[config.mk]
export PLATFORM = sky130hd
export DESIGN_NAME = sync_fifo_ctrl_flat
export DESIGN_NICKNAME = d
export VERILOG_FILES = /design/src/rtl/fifo_pkg.sv /design/src/rtl/sync_fifo_ctrl_if.sv /design/src/rtl/fifo_mem.sv /design/src/rtl/sync_fifo_ctrl.sv /design/src/flat_wrapper.sv
export SDC_FILE = /design/constraint.sdc
export NUM_CORES = 1
export LEC_CHECK = 0
export BUFFER_PORTS_ARGS = -buffer_cell sky130_fd_sc_hd__buf_4
export CORE_MARGIN = 8
export CORE_UTILIZATION = 35
export CTS_CLUSTER_DIAMETER = 120
export CTS_CLUSTER_SIZE = 10
export DETAILED_ROUTE_END_ITERATION = 10
export GPL_TIMING_DRIVEN = 0
export SYNTH_ARGS = -nofsm -noshare
export SYNTH_HDL_FRONTEND = slang
export SYNTH_SLANG_ARGS = --single-unit
[constraint.sdc]
create_clock -name clK -period 3.4 [get_ports clK]
set_input_delay 0.34 -clock clK [delete_from_list [all_inputs] [get_ports clK]]
set_output_delay 0.34 -clock clK [all_outputs]
set_load 0.02 [all_outputs]
[src/rtl/fifo_pkg.sv]
// Shared constants for the synchronous FIFO controller and its RAM.
// Watermark defaults are only consumed when FIFO_WATERMARK_EN is defined.
package fifo_pkg;

    localparam int DATA_DEF  = 16;
    localparam int ADDR_DEF  = 5;

    // Number of RAM entries for a given address width.
    function automatic int fifo_depth(input int addr);
        return 32'sd1 << addr;
    endfunction

    localparam int DEPTH_DEF = fifo_depth(ADDR_DEF);
    localparam int PTR_W     = ADDR_DEF;
    localparam int CNT_W     = ADDR_DEF + 1;

    // Default watermark thresholds for the default geometry.
    localparam int AF_DEF    = DEPTH_DEF - 2;
    localparam int AE_DEF    = 2;

endpackage

[src/rtl/sync_fifo_ctrl_if.sv]
// Producer/consumer ready-valid bundle of the FIFO controller.
// master = the stream logic around the FIFO, slave = the controller.
interface sync_fifo_ctrl_if #(
    parameter int DATA = 16
);
    logic            wr_VALID;
    logic            wr_READY;
    logic [DATA-1:0] wr_DATA;
    logic            rd_VALID;
    logic            rd_READY;
    logic [DATA-1:0] rd_DATA;

    modport master (
        output wr_VALID, wr_DATA, rd_READY,
        input  wr_READY, rd_VALID, rd_DATA
    );

    modport slave (
        input  wr_VALID, wr_DATA, rd_READY,
        output wr_READY, rd_VALID, rd_DATA
    );
endinterface

[src/rtl/fifo_mem.sv]
// 1-write/1-read synchronous RAM. The read register only updates when re
// is high, so it holds the head word while the consumer stalls.
module fifo_mem
    import fifo_pkg::*;
#(
    parameter int DATA = DATA_DEF,
    parameter int ADDR = ADDR_DEF
) (
    input  logic            clk,
    input  logic            we,
    input  logic [ADDR-1:0] waddr,
    input  logic [DATA-1:0] wdata,
    input  logic            re,
    input  logic [ADDR-1:0] raddr,
    output logic [DATA-1:0] q
);

    localparam int DEPTH = fifo_depth(ADDR);

    logic [DATA-1:0] mem_r [DEPTH];
    logic [DATA-1:0] q_r;

    // Storage write port.
    always_ff @(posedge clk) begin
        if (we) begin
            mem_r[waddr] <= wdata;
        end
    end

    // Registered read port; doubles as the FIFO output stage.
    always_ff @(posedge clk) begin
        if (re) begin
            q_r <= mem_r[raddr];
        end
    end

    assign q = q_r;

endmodule

[src/rtl/sync_fifo_ctrl.sv]
// Single-clock first-word-fall-through FIFO controller around fifo_mem.
// level counts RAM words plus the word held in the RAM output register.
// Optional FIFO_WATERMARK_EN adds almost_FULL / almost_EMPTY flags.
module sync_fifo_ctrl
    import fifo_pkg::*;
#(
    parameter int DATA = DATA_DEF,
    parameter int ADDR = ADDR_DEF
`ifdef FIFO_WATERMARK_EN
    ,
    parameter int AF_LEVEL = fifo_depth(ADDR) - 2,
    parameter int AE_LEVEL = AE_DEF
`endif
) (
    input  logic                 clK,
    input  logic                 rstN,
    sync_fifo_ctrl_if.slave      bus,
    output logic [ADDR:0]        level,
    output logic                 empty,
    output logic                 full
`ifdef FIFO_WATERMARK_EN
    ,
    output logic                 almost_FULL,
    output logic                 almost_EMPTY
`endif
);

    localparam int DEPTH  = fifo_depth(ADDR);
    localparam int P_W    = ADDR;
    localparam int C_W    = ADDR + 1;
    localparam logic [C_W-1:0] DEPTH_CNT = C_W'(DEPTH);

    logic [P_W-1:0]  wptr_r;
    logic [P_W-1:0]  rptr_r;
    logic [C_W-1:0]  ram_cnt_r;
    logic [C_W-1:0]  level_r;
    logic            rd_valid_r;
    logic            empty_r;
    logic            full_r;

    logic            wr_ready_s;
    logic            push_s;
    logic            pop_s;
    logic            fetch_s;
    logic            rd_valid_nxt_s;
    logic [C_W-1:0]  level_nxt_s;
    logic [C_W-1:0]  ram_cnt_nxt_s;
    logic [DATA-1:0] rd_data_s;

    // Full is registered and ignores a same-cycle pop, so no write pass-through.
    assign wr_ready_s = rstN & ~full_r;

    // Handshakes, fetch decision and next-state counters.
    always_comb begin
        push_s        = bus.wr_VALID & wr_ready_s;
        pop_s         = rd_valid_r & bus.rd_READY;
        fetch_s       = (ram_cnt_r != {C_W{1'b0}}) & (~rd_valid_r | bus.rd_READY) & rstN;
        level_nxt_s   = level_r + C_W'(push_s) - C_W'(pop_s);
        ram_cnt_nxt_s = ram_cnt_r + C_W'(push_s) - C_W'(fetch_s);
        rd_valid_nxt_s = rd_valid_r;
        if (fetch_s) begin
            rd_valid_nxt_s = 1'b1;
        end else if (pop_s) begin
            rd_valid_nxt_s = 1'b0;
        end else begin
            rd_valid_nxt_s = rd_valid_r;
        end
    end

    // Pointers, counters and status flags; reset discards in-flight fetches.
    always_ff @(posedge clK) begin
        if (!rstN) begin
            wptr_r     <= {P_W{1'b0}};
            rptr_r     <= {P_W{1'b0}};
            ram_cnt_r  <= {C_W{1'b0}};
            level_r    <= {C_W{1'b0}};
            rd_valid_r <= 1'b0;
            empty_r    <= 1'b1;
            full_r     <= 1'b0;
        end else begin
            wptr_r     <= wptr_r + P_W'(push_s);
            rptr_r     <= rptr_r + P_W'(fetch_s);
            ram_cnt_r  <= ram_cnt_nxt_s;
            level_r    <= level_nxt_s;
            rd_valid_r <= rd_valid_nxt_s;
            empty_r    <= (level_nxt_s == {C_W{1'b0}});
            full_r     <= (level_nxt_s == DEPTH_CNT);
        end
    end

`ifdef FIFO_WATERMARK_EN
    localparam logic [C_W-1:0] AF_CNT = C_W'(AF_LEVEL);
    localparam logic [C_W-1:0] AE_CNT = C_W'(AE_LEVEL);

    logic almost_full_r;
    logic almost_empty_r;

    // Watermark flags registered from the next occupancy.
    always_ff @(posedge clK) begin
        if (!rstN) begin
            almost_full_r  <= 1'b0;
            almost_empty_r <= 1'b1;
        end else begin
            almost_full_r  <= (level_nxt_s >= AF_CNT);
            almost_empty_r <= (level_nxt_s <= AE_CNT);
        end
    end

    assign almost_FULL  = almost_full_r;
    assign almost_EMPTY = almost_empty_r;
`endif

    fifo_mem #(
        .DATA (DATA),
        .ADDR (ADDR)
    ) u_mem (
        .clk   (clK),
        .we    (push_s),
        .waddr (wptr_r),
        .wdata (bus.wr_DATA),
        .re    (fetch_s),
        .raddr (rptr_r),
        .q     (rd_data_s)
    );

    assign bus.wr_READY = wr_ready_s;
    assign bus.rd_VALID = rd_valid_r;
    assign bus.rd_DATA  = rd_data_s;
    assign level        = level_r;
    assign empty        = empty_r;
    assign full         = full_r;

endmodule

[src/flat_wrapper.sv]
// flat-port wrapper written by rule: the top's interface ports become plain ports
module sync_fifo_ctrl_flat import fifo_pkg::*;
#(
    parameter int DATA = DATA_DEF,
    parameter int ADDR = ADDR_DEF

)
  (clK, rstN, level, empty, full, bus_wr_VALID, bus_wr_DATA, bus_rd_READY, bus_wr_READY, bus_rd_VALID, bus_rd_DATA);
  sync_fifo_ctrl_if #(.DATA(DATA)) bus_i ();
  input  logic clK;
  input  logic rstN;
  output logic [ADDR:0] level;
  output logic empty;
  output logic full;
  input wire logic [$bits(bus_i.wr_VALID)-1:0] bus_wr_VALID;
  input wire logic [$bits(bus_i.wr_DATA)-1:0] bus_wr_DATA;
  input wire logic [$bits(bus_i.rd_READY)-1:0] bus_rd_READY;
  output wire logic [$bits(bus_i.wr_READY)-1:0] bus_wr_READY;
  output wire logic [$bits(bus_i.rd_VALID)-1:0] bus_rd_VALID;
  output wire logic [$bits(bus_i.rd_DATA)-1:0] bus_rd_DATA;
  assign bus_i.wr_VALID = bus_wr_VALID;
  assign bus_i.wr_DATA = bus_wr_DATA;
  assign bus_i.rd_READY = bus_rd_READY;
  assign bus_wr_READY = bus_i.wr_READY;
  assign bus_rd_VALID = bus_i.rd_VALID;
  assign bus_rd_DATA = bus_i.rd_DATA;
  sync_fifo_ctrl #(.DATA(DATA), .ADDR(ADDR)) u_core (.clK(clK), .rstN(rstN), .bus(bus_i), .level(level), .empty(empty), .full(full));
endmodule
# Word level (Yosys, flattened, before mapping)
# Memory sizes are Yosys's and may differ from the RTL's. A register that Yosys moved wholly into a read port is not among the register bits.
# Cells that the tools add are included.
dict set report word_totals {
  register_bits 25
  ram_bits 512
  input_bits 20
  out_inout_bits 26
  elab_cells 30
  n_memories 1
}
# name depth width rd rd_clocked_by_memory_dff wr line_no
set mem_list {}
lappend mem_list {u_core.u_mem.mem_r 32 16 1 1 1 fifo_mem.sv:20} ;# logic [DATA-1:0] mem_r [DEPTH];
dict set report classes {
  add_sub_neg 6
  eq_ne 1
  mux 4
  bitwise 8
  n_reduce_logical 3
}
# cell count
set op_table {}
lappend op_table {{$add A6 B1 Y6} 2}
lappend op_table {{$sub A6 B1 Y6} 2}
lappend op_table {{$add A5 B1 Y5} 2}
lappend op_table {{$eq A6 B6 Y1 const B} 1}
lappend op_table {{$logic_not A6 Y1} 1}
lappend op_table {{$reduce_bool A6 Y1} 1}
lappend op_table {{$and A1 B1 Y1} 5}
lappend op_table {{$mux W1} 4}
lappend op_table {{$not A1 Y1} 2}
lappend op_table {{$reduce_bool A2 Y1} 1}
lappend op_table {{$or A1 B1 Y1} 1}

# Depth between registers and ports, before layout
# Gate-level depths: netlist (run 1).
dict set report depth {
  ltp_word 6
  depth_mapped 13
  depth_no_buf 13
}

# Modules after synthesis
# Synthesis (run 1) repeated with hierarchy kept, for this count alone.
dict set report unflattened {
  cells_unflattened 1283
  area_unflattened_um2 22008.6
}
# mod n_inst cells_per_inst area_each_um2 seq_area_each_um2
set modules_own_cells {}
lappend modules_own_cells {fifo_mem 1 1143 20696.1 15855.2}
lappend modules_own_cells {sync_fifo_ctrl 1 140 1312.5 500.5}

# Worst setup path before layout (run 1)
# No wires, ideal clock.
dict set report synth_timing {
  path_type {flip-flop to flip-flop}
  from {register u_core.ram_cnt_r[2]}
  to {register u_core.ram_cnt_r[4]}
  setup_ns 0.128
  arrival_time_ns 3.095
  required_ns 3.272
  setup_slack_ns 0.178
  path_stages_with_launch 14
  n_path_buf 0
  synth_period_minus_slack_ns 3.222
  path_cell_list {dfxtp_1 inv_1 ha_1 a31oi_1 ha_1 inv_1 ha_1 inv_1 fa_1 inv_1 a21oi_1 o21bai_1 xnor2_1 nor2_1}
}
dict set report synth_via {
  elab_chain_len 4
  elab_cells_between_ends 5
  cone_classes {add/sub: 2; bitwise: 2; reduce/logical: 1}
}
# element line_no
set synth_rtl {}
lappend synth_rtl {{from (decl)} sync_fifo_ctrl.sv:35} ;# logic [C_W-1:0] ram_cnt_r;
lappend synth_rtl {{from (signal assigned)} sync_fifo_ctrl.sv:75} ;# ram_cnt_r <= {C_W{1'b0}};
lappend synth_rtl {{from (signal assigned)} sync_fifo_ctrl.sv:83} ;# ram_cnt_r <= ram_cnt_nxt_s;
lappend synth_rtl {{$reduce_bool A6 Y1} sync_fifo_ctrl.sv:57} ;# fetch_s = (ram_cnt_r != {C_W{1'b0}}) & (~rd_valid_r | bus.rd_READY) & rstN;
lappend synth_rtl {{$and A1 B1 Y1 (2 in a row)} sync_fifo_ctrl.sv:57}
lappend synth_rtl {{via u_core.fetch_s} sync_fifo_ctrl.sv:44} ;# logic fetch_s;
lappend synth_rtl {{$sub A6 B1 Y6} sync_fifo_ctrl.sv:59} ;# ram_cnt_nxt_s = ram_cnt_r + C_W'(push_s) - C_W'(fetch_s);
# The timed path passes the listed nets, and every way through them passes these cells.
# A chain may end at the register's enable or synchronous reset.

# Final worst setup path (run 1)
# Same ends and word-level chain as after synthesis.

==> metrics.md, run 1 <==
| Metric | Value |
|---|---|
| PostCTS Resize Cnt | `0` |
| Setup TNS | `0 ps` |
| Psw | `0.004210 W` |
| Crit-path max cell delay | `780 ps` |
| Crit Path Category | `flip-flop to flip-flop` |
| Number of port buffers | `44` |
| Top cells by area, synth | `edfxtp_1 (74%), mux4_2 (10%), mux2i_1 (2.9%)` |
| Met1 Track Usage GR | `18.22%` |
| Main synth FF type | `edfxtp_1` |
| Core area | `60250 um2` |
| Nets | `1194` |
| Worst Hold Class | `input pin to flip-flop` |
| Layout cells sized above 1 | `22.25%` |
| Finished Layout Cells | `1973` |
| Setup crit start | `u_core.ram_cnt_r[2]` |
| Synth Instances | `1045` |
| CTS tree | `built` |
| Hold Slack | `126.2 ps` |
| GRT Total Usage | `13.27%` |
| Die H | `262.7 um` |
| EDFF count, synth | `528` |
| Cts bufs inserted | `61` |
| Top cell by count, worst path | `inv_1` |
| Post-route DRC | `0` |
| Clk pwr share | `34.6%` |
| Drt wl/cell | `23.70 um` |
| Syn nets | `1085` |
| Num ports | `46` |
| CP cell instances | `inv_1 -> ha_1 -> a31oi_4 -> ha_1 -> inv_1 -> ha_1 -> inv_1 -> fa_1 -> inv_1 -> a21oi_1 -> o21bai_1 -> xnor2_1 -> nor2_1` |
| Flop and latch count out of synthesis | `553` |
| Grt peak-use layer | `met2` |
| Warnings from Yosys | `0` |
| Final hold vios | `0` |
| Crit Reg-Reg Startpoint | `u_core.ram_cnt_r[2]` |
| Final period utilization | `90.52%` |
| Max stage delay cell, worst path | `a31oi_4` |
| H-tree Lvls | `2` |
| Synth cell types | `41` |
| Row count | `90` |
| Final Setup Violations | `0` |
| Die area | `69020 um2` |
| Largest net degree at the start of global routing | `33` |
| Met2 usage | `20.66%` |
| GRT Residual Overflow | `0` |
| Synth area leader | `edfxtp_1` |
| Leak | `7.555 nW` |
| Die width | `262.7 um` |
| Worst-Skew Late Latency | `610 ps` |
| Startpoint types | `flip-flop` |
| Clock Tree Buf Depth | `3` |
| Post-Syn Area | `21300 um2` |
| First drt pass iteration count | `5` |
| Register area share after synthesis | `76.77%` |
| First-pass GRT wire length | `68780 um` |
| Vias per Instance | `5.143` |
| CP Capture Type | `flip-flop` |
| CTS Sinks | `553` |
| Status | `completed` |
| Post-route ant nets | `0` |
| CTS root buffer | `clkbuf_16` |
| P&R area growth vs syn | `14.65%` |
| Worst slew pin tran | `979.3 ps` |
| Total power | `0.01662 W` |
| Hold wc startpoint | `bus_rd_READY` |
| Crit-path max FO | `18` |
| Vias in the first global route | `10430` |
| Initial core utilization | `35.36%` |
| Setup skew after layout | `24.59 ps` |
| HPWL after DPL | `29430 um` |
| Worst-path clk slew | `60 ps` |
| Power per cell area | `680.3 nW/um2` |
| Syn Area/Cell | `20.39 um2` |
| Combinational power share | `18.8%` |
| Initial DRC Count | `718` |
| Crit path time final | `3078 ps` |
| Placed Cells | `1873` |
| Power Internal | `0.01241 W` |
| Crit path required time | `3850 ps` |
| Initial antenna violation count | `0` |
| Hold_buf cts | `0` |
| Drt total wl | `46760 um` |
| Sequential cell fraction of total power | `46.6%` |
| CP Data Arrival Time | `3530 ps` |
| Ant. Diodes | `0` |
| Slew Viols, Final | `0` |
| RSZ-0062 raised after global routing | `no` |
| Async SR Flop Fraction | `0%` |
| Max Cap Viol | `0` |
| Routing usage on met3 | `3.096%` |
| RePlAce Congestion | `0.8369` |
| Sw frac | `25.33%` |
| Post-synth top area share | `74.42%` |
| Worst relative slew slack | `34.65%` |
| Via Count | `10150` |
| Fmax | `324.9 MHz` |
| Worst vdd ir | `0.0004238 V` |
| Postcts setup bufs | `0` |
==> metal layers <==
metal  routed length [um]  vias up
met3                 2783       71
met2                21490      281
met1                21060     5285
met5                    0        -
met4                 1419        0
li1                     -     4511
==> through the flow <==
stage	util [%]	instance area [um2]	setup slack, ps
after floorplan	-	21300	177.5
after detailed placement	37.74	22740	134.9
after CTS	40.54	24430	246.9
after global routing	40.54	24430	103.0
after global placement	37.53	22610	-1086
final	40.54	24430	322.5
==> worst max-delay path, delay by kind of cell (launching register included) <==
family | cells | cell delay, ps
flops | 1 | 330
buf+inv | 4 | 240
simple gates | 1 | 50
fa+ha+maj | 4 | 1190
compound gates | 3 | 990
xor+xnor | 1 | 130
==> power by group through the flow <==
stage                     Sequential, W  Combinational (W)  Clock [W]
after global routing            0.00777            0.00339    0.00617
after floorplan                 0.00799            0.00210          0
final                           0.00775            0.00312    0.00575
after CTS                       0.00775            0.00317    0.00588
after detailed placement        0.00789            0.00316          0
after global placement          0.00789            0.00309          0
==> layout make-up <==
cell class	count	area (um2)
buffer	57	307.8
clock buffer	97	1662
clock inverter	3	26.28
fill	5290	35820
inverter	20	75.07
multi-input combinational	415	4661
sequential	553	16360
tap	782	978.4
timing repair buffer	46	360.3
==> registers in the layout, summed over array words and instances, names as in the netlist <==
name / flops
u_core.u_mem.mem_r: 512
u_core.u_mem.q: 16
u_core.level: 6
u_core.ram_cnt_r: 6
u_core.rptr_r: 5
u_core.wptr_r: 5
u_core.bus.rd_VALID: 1
u_core.empty: 1
u_core.full: 1
==> Yosys cell counts, drive strengths merged (11+ instances only) <==
| master | instances |
|---|---|
| ha | 18 |
| buf | 24 |
| a211oi | 30 |
| a22oi | 16 |
| clkbuf | 33 |
| o221ai | 16 |
| a22o | 15 |
| o22ai | 15 |
| edfxtp | 528 |
| mux2i | 62 |
| and2 | 11 |
| inv | 20 |
| dfxtp | 25 |
| nor2 | 53 |
| mux4 | 98 |
| a21oi | 22 |
==> final timing paths <==
kind | end | slack, ps | cells past startpoint
worst min-delay path | u_core.bus.rd_VALID | 130 | 3
worst max register to register | u_core.ram_cnt_r[4] | 320 | 13
worst min register to register | u_core.rptr_r[1] | 600 | 2
worst max-delay path | u_core.ram_cnt_r[4] | 320 | 13
==> layout by cell type (no fill, tap or decap), types with 16 or more instances in the layout <==
master,Yosys,layout
clkbuf_1,33,69
a22oi_1,16,16
a211oi_1,30,30
mux2i_1,62,62
mux4_2,97,97
o221ai_1,16,16
inv_1,20,20
clkbuf_16,0,61
nor2_1,53,21
a21oi_1,22,22
nor2_2,0,32
edfxtp_1,528,528
buf_4,15,59
ha_1,18,18
dfxtp_1,25,25
==> cells by family after synthesis <==
| family | share of synthesized area [%] |
|---|---|
| buffers and inverters | 1.797 |
| AOI/OAI and AO/OA | 4.146 |
| adders and majority gates | 1.245 |
| DFF | 76.77 |
| muxes | 13.29 |
| xor gates and xnor gates | 0.5756 |
| and+or+nand+nor | 2.173 |
No activity file was read; power rests on OpenSTA's default activity.
==> run 2, diff against run 1 <==
--- a/config.mk
+++ b/config.mk
@@ -5,13 +5,15 @@
 export SDC_FILE = /design/constraint.sdc
 export NUM_CORES = 1
 export LEC_CHECK = 0
-export BUFFER_PORTS_ARGS = -buffer_cell sky130_fd_sc_hd__buf_4
 export CORE_MARGIN = 8
 export CORE_UTILIZATION = 35
 export CTS_CLUSTER_DIAMETER = 120
 export CTS_CLUSTER_SIZE = 10
 export DETAILED_ROUTE_END_ITERATION = 10
+export DONT_BUFFER_PORTS = 1
 export GPL_TIMING_DRIVEN = 0
+export RECOVER_POWER = 25
 export SYNTH_ARGS = -nofsm -noshare
 export SYNTH_HDL_FRONTEND = slang
+export SYNTH_HIERARCHICAL = 1
 export SYNTH_SLANG_ARGS = --single-unit
==> run 2 against run 1 <==
The run now ends with capacitance limit, slew limit left. Die area grew 3.1%. Non-clock buffer count grew 5. First-iteration DRC count grew 61%. Largest power group unchanged.
==> metrics.md, run 2 <==
| Metric | Value |
|---|---|
| Status | `finished, violations left (was completed)` |
| Failing checks | `capacitance limit, slew limit` |
| GRT Total Usage | `14.76% (was 13.27%)` |
| Most frequent cells in the layout | `edfxtp_1 (528), mux2i_1 (256), a22oi_1 (64) (was edfxtp_1 (528), mux4_2 (97), clkbuf_1 (69))` |
| CP Capture Type | `flip-flop (unchanged)` |
| Post-Syn Area | `22010 um2 (was 21300 um2)` |
| Synth area leader | `edfxtp_1 (unchanged)` |
| GRT Residual Overflow | `0 (unchanged)` |
| Worst-Skew Late Latency | `640 ps (was 610 ps)` |
| Clk pwr share | `33.3% (was 34.6%)` |
| Final Setup Violations | `0 (unchanged)` |
| Syn Area/Cell | `17.15 um2 (was 20.39 um2)` |
| Final hold vios | `0 (unchanged)` |
| Post-synth top area share | `72.04% (was 74.42%)` |
| Commonest non-fill, non-tap cell in the layout | `edfxtp_1 (unchanged)` |
| Max Cap Viol | `9 (was 0)` |
| Initial DRC Count | `1154 (was 718)` |
| Syn nets | `1323 (was 1085)` |
| Crit path required time | `3640 ps (was 3850 ps)` |
| Vias per Instance | `5.225 (was 5.143)` |
| Power Internal | `0.01234 W (was 0.01241 W)` |
| Finished Cell Area | `25260 um2 (was 24430 um2)` |
| Crit path time final | `3271 ps (was 3078 ps)` |
| Crit Path Category | `flip-flop to flip-flop (unchanged)` |
| Num ports | `46 (unchanged)` |
| Row count | `92 (was 90)` |
| Fmax | `305.7 MHz (was 324.9 MHz)` |
| Initial antenna violation count | `7 (was 0)` |
| Post-route ant nets | `0 (unchanged)` |
| Vias in the first global route | `11650 (was 10430)` |
| Worst-path clk slew | `60 ps (about the same)` |
| H-tree Lvls | `2 (unchanged)` |
| Die area | `71160 um2 (was 69020 um2)` |
| Leak | `8.049 nW (was 7.555 nW)` |
| Area of the multi-input gates | `5130 um2 (was 4661 um2)` |
| Setup ws final | `129.0 ps (was 322.5 ps)` |
| Final period utilization | `96.21% (was 90.52%)` |
| Flop and latch count out of synthesis | `553 (unchanged)` |
| First drt pass iteration count | `5 (unchanged)` |
| Setup skew after layout | `43.51 ps (was 24.59 ps)` |
| Power per cell area | `675.4 nW/um2 (was 680.3 nW/um2)` |
| Sw frac | `27.65% (was 25.33%)` |
| Synth Instances | `1283 (was 1045)` |
| Largest net degree at the start of global routing | `33 (unchanged)` |
| Postcts setup bufs | `0 (unchanged)` |
| CTS root buffer | `clkbuf_16 (unchanged)` |
| Register area | `16360 um2 (unchanged)` |
| Psw | `0.004717 W (was 0.004210 W)` |
| Worst vdd ir | `0.0004826 V (was 0.0004238 V)` |
| Setup TNS | `0 ps (unchanged)` |
| Most frequent cell after synthesis | `edfxtp_1 (unchanged)` |
| EDFF count, synth | `528 (unchanged)` |
| Max reg flops | `512 (unchanged)` |
| Number of port buffers | `0 (was 44)` |
| Nets | `1425 (was 1194)` |
| RePlAce Congestion | `0.7929 (was 0.8369)` |
| CTS Sinks | `553 (unchanged)` |
| Via Count | `11720 (was 10150)` |
| Main synth FF type | `edfxtp_1 (unchanged)` |
| Layout cells sized above 1 | `12.75% (was 22.25%)` |
| CTS tree | `built (unchanged)` |
| DP Area | `23290 um2 (was 22740 um2)` |
| Drt total wl | `53770 um (was 46760 um)` |
| RSZ-0062 raised after global routing | `yes (was no)` |
| Synth cell types | `48 (was 41)` |
| Die width | `266.8 um (was 262.7 um)` |
| Post-synth top cells | `edfxtp_1 (528), mux2i_1 (256), a22oi_1 (64) (was edfxtp_1 (528), mux4_2 (97), mux2i_1 (62))` |
| First-pass GRT wire length | `77460 um (was 68780 um)` |
| CP Data Arrival Time | `3510 ps (was 3530 ps)` |
| Register area share after synthesis | `74.31% (was 76.77%)` |
| Top reg by flops | `u_core/u_mem/mem_r (was u_core.u_mem.mem_r)` |
| Total power | `0.01706 W (was 0.01662 W)` |
| HPWL after DPL | `33750 um (was 29430 um)` |
| Startpoint types | `flip-flop (unchanged)` |
| Cts bufs inserted | `61 (unchanged)` |
| Crit-path max FO | `16 (was 18)` |
| Worst Hold Class | `input pin to flip-flop (unchanged)` |
| Die H | `266.8 um (was 262.7 um)` |
| Slew Viols, Final | `297 (was 0)` |
| Place WS | `-263.1 ps (was 134.9 ps)` |
| Post-route DRC | `0 (unchanged)` |
| Sequential cell fraction of total power | `46.2% (was 46.6%)` |
| Worst slew pin tran | `2003 ps (was 979.3 ps)` |
| Async SR Flop Fraction | `0% (unchanged)` |
| Warnings from Yosys | `6 (was 0)` |
| Worst relative slew slack | `-33.57% (was 34.65%)` |
| FILL cells | `5660 (was 5290)` |
| Clock Tree Buf Depth | `3 (unchanged)` |
| Drt wl/cell | `23.96 um (was 23.70 um)` |
| Top cells by area, synth | `edfxtp_1 (72%), mux2i_1 (12%), dfxtp_1 (2.3%) (was edfxtp_1 (74%), mux4_2 (10%), mux2i_1 (2.9%))` |
| P&R area growth vs syn | `14.75% (was 14.65%)` |
| Initial core utilization | `35.15% (was 35.36%)` |
| Core area | `62620 um2 (was 60250 um2)` |
| Combinational power share | `20.5% (was 18.8%)` |
## run 2: cell count changes in the layout (fill, tap and decap cells not counted), moves of 16 or more
cell and delta:
buf_4 -38, a211oi_1 -30, a21oi_1 +17, clkbuf_1 -37, nor3_1 +20, a22oi_1 +48, nand3_1 +34, mux2i_1 +194
mux4_2 -97, a22o_1 +17, nand2_1 +30, o221ai_1 -16
## run 2: layer usage
metal | vias up | routed length, um | global-route usage (%)
met4 | 6 | 1253 | 3.985
met5 | - | 33 | 0
met1 | 6015 | 23240 | 19.98
li1 | 5235 | - | -
met2 | 387 | 25340 | 23.59
met3 | 81 | 3910 | 3.611
## run 2: power groups by stage
stage / logic, W / clock network (W) / registers, W
final: 0.00350 / 0.00568 / 0.00788
after global routing: 0.00374 / 0.00610 / 0.00789
after CTS: 0.00353 / 0.00582 / 0.00788
after detailed placement: 0.00331 / 0 / 0.00802
after global placement: 0.00321 / 0 / 0.00802
after floorplan: 0.00243 / 0 / 0.00799
## run 2: final timing paths
check / startpoint / cells after the start / end / slack [ps]
max: u_core/full / 6 / u_core/u_mem/mem_r[24][1] / 130
min: bus_rd_READY / 2 / u_core/bus.rd_VALID / 90
max reg2reg: u_core/full / 6 / u_core/u_mem/mem_r[24][1] / 130
min reg2reg: u_core/rptr_r[4] / 2 / u_core/rptr_r[4] / 520
## run 2: repair_timing
item / 4_1_cts / 5_1_grt
resized for setup: 3 / 1
hold buffers: 28 / 0
setup endpoints to repair: 48 / 22
hold endpoints to repair: 518 / 0
pin swaps: 0 / 0
gates cloned: 0 / 0
## run 2: worst max-delay path: stages, from the launching register on
cell and delay, ps:
dfxtp_1 370, nor2_1 360, nand2_1 250, inv_1 190, or3b_2 450, clkbuf_1 370
nor2_2 880
## run 2: cell type report
class,instances,area share (%)
diodes,2,0.01982
plain buffers,69,2.170
clock buffers,70,6.178
clock inverters,4,0.3369
inverters,18,0.2675
multi-input cells,643,20.31
flip-flops and latches,553,64.76
well taps,846,4.191
repair buffers,39,1.764
## run 2: through the flow
stage	instances	util, %	hold WS [ps]
floorplan	1283	-	438.9
global placement	2129	36.84	443.2
detailed placement	2139	37.19	441.7
CTS	2241	40.53	1.584
global route	2242	40.32	76.77
finish	2244	40.33	86.36
## run 2: cells by family after synthesis
kind of cell	count (synthesis)	share of synthesized area (%)
buffers and inverters	87	2.797
xor gates and xnor gates	10	0.3979
muxes	256	11.64
DFF	553	74.31
adders and majority gates	20	1.205
and+or+nand+nor	193	4.332
AOI/OAI and AO/OA	164	5.310
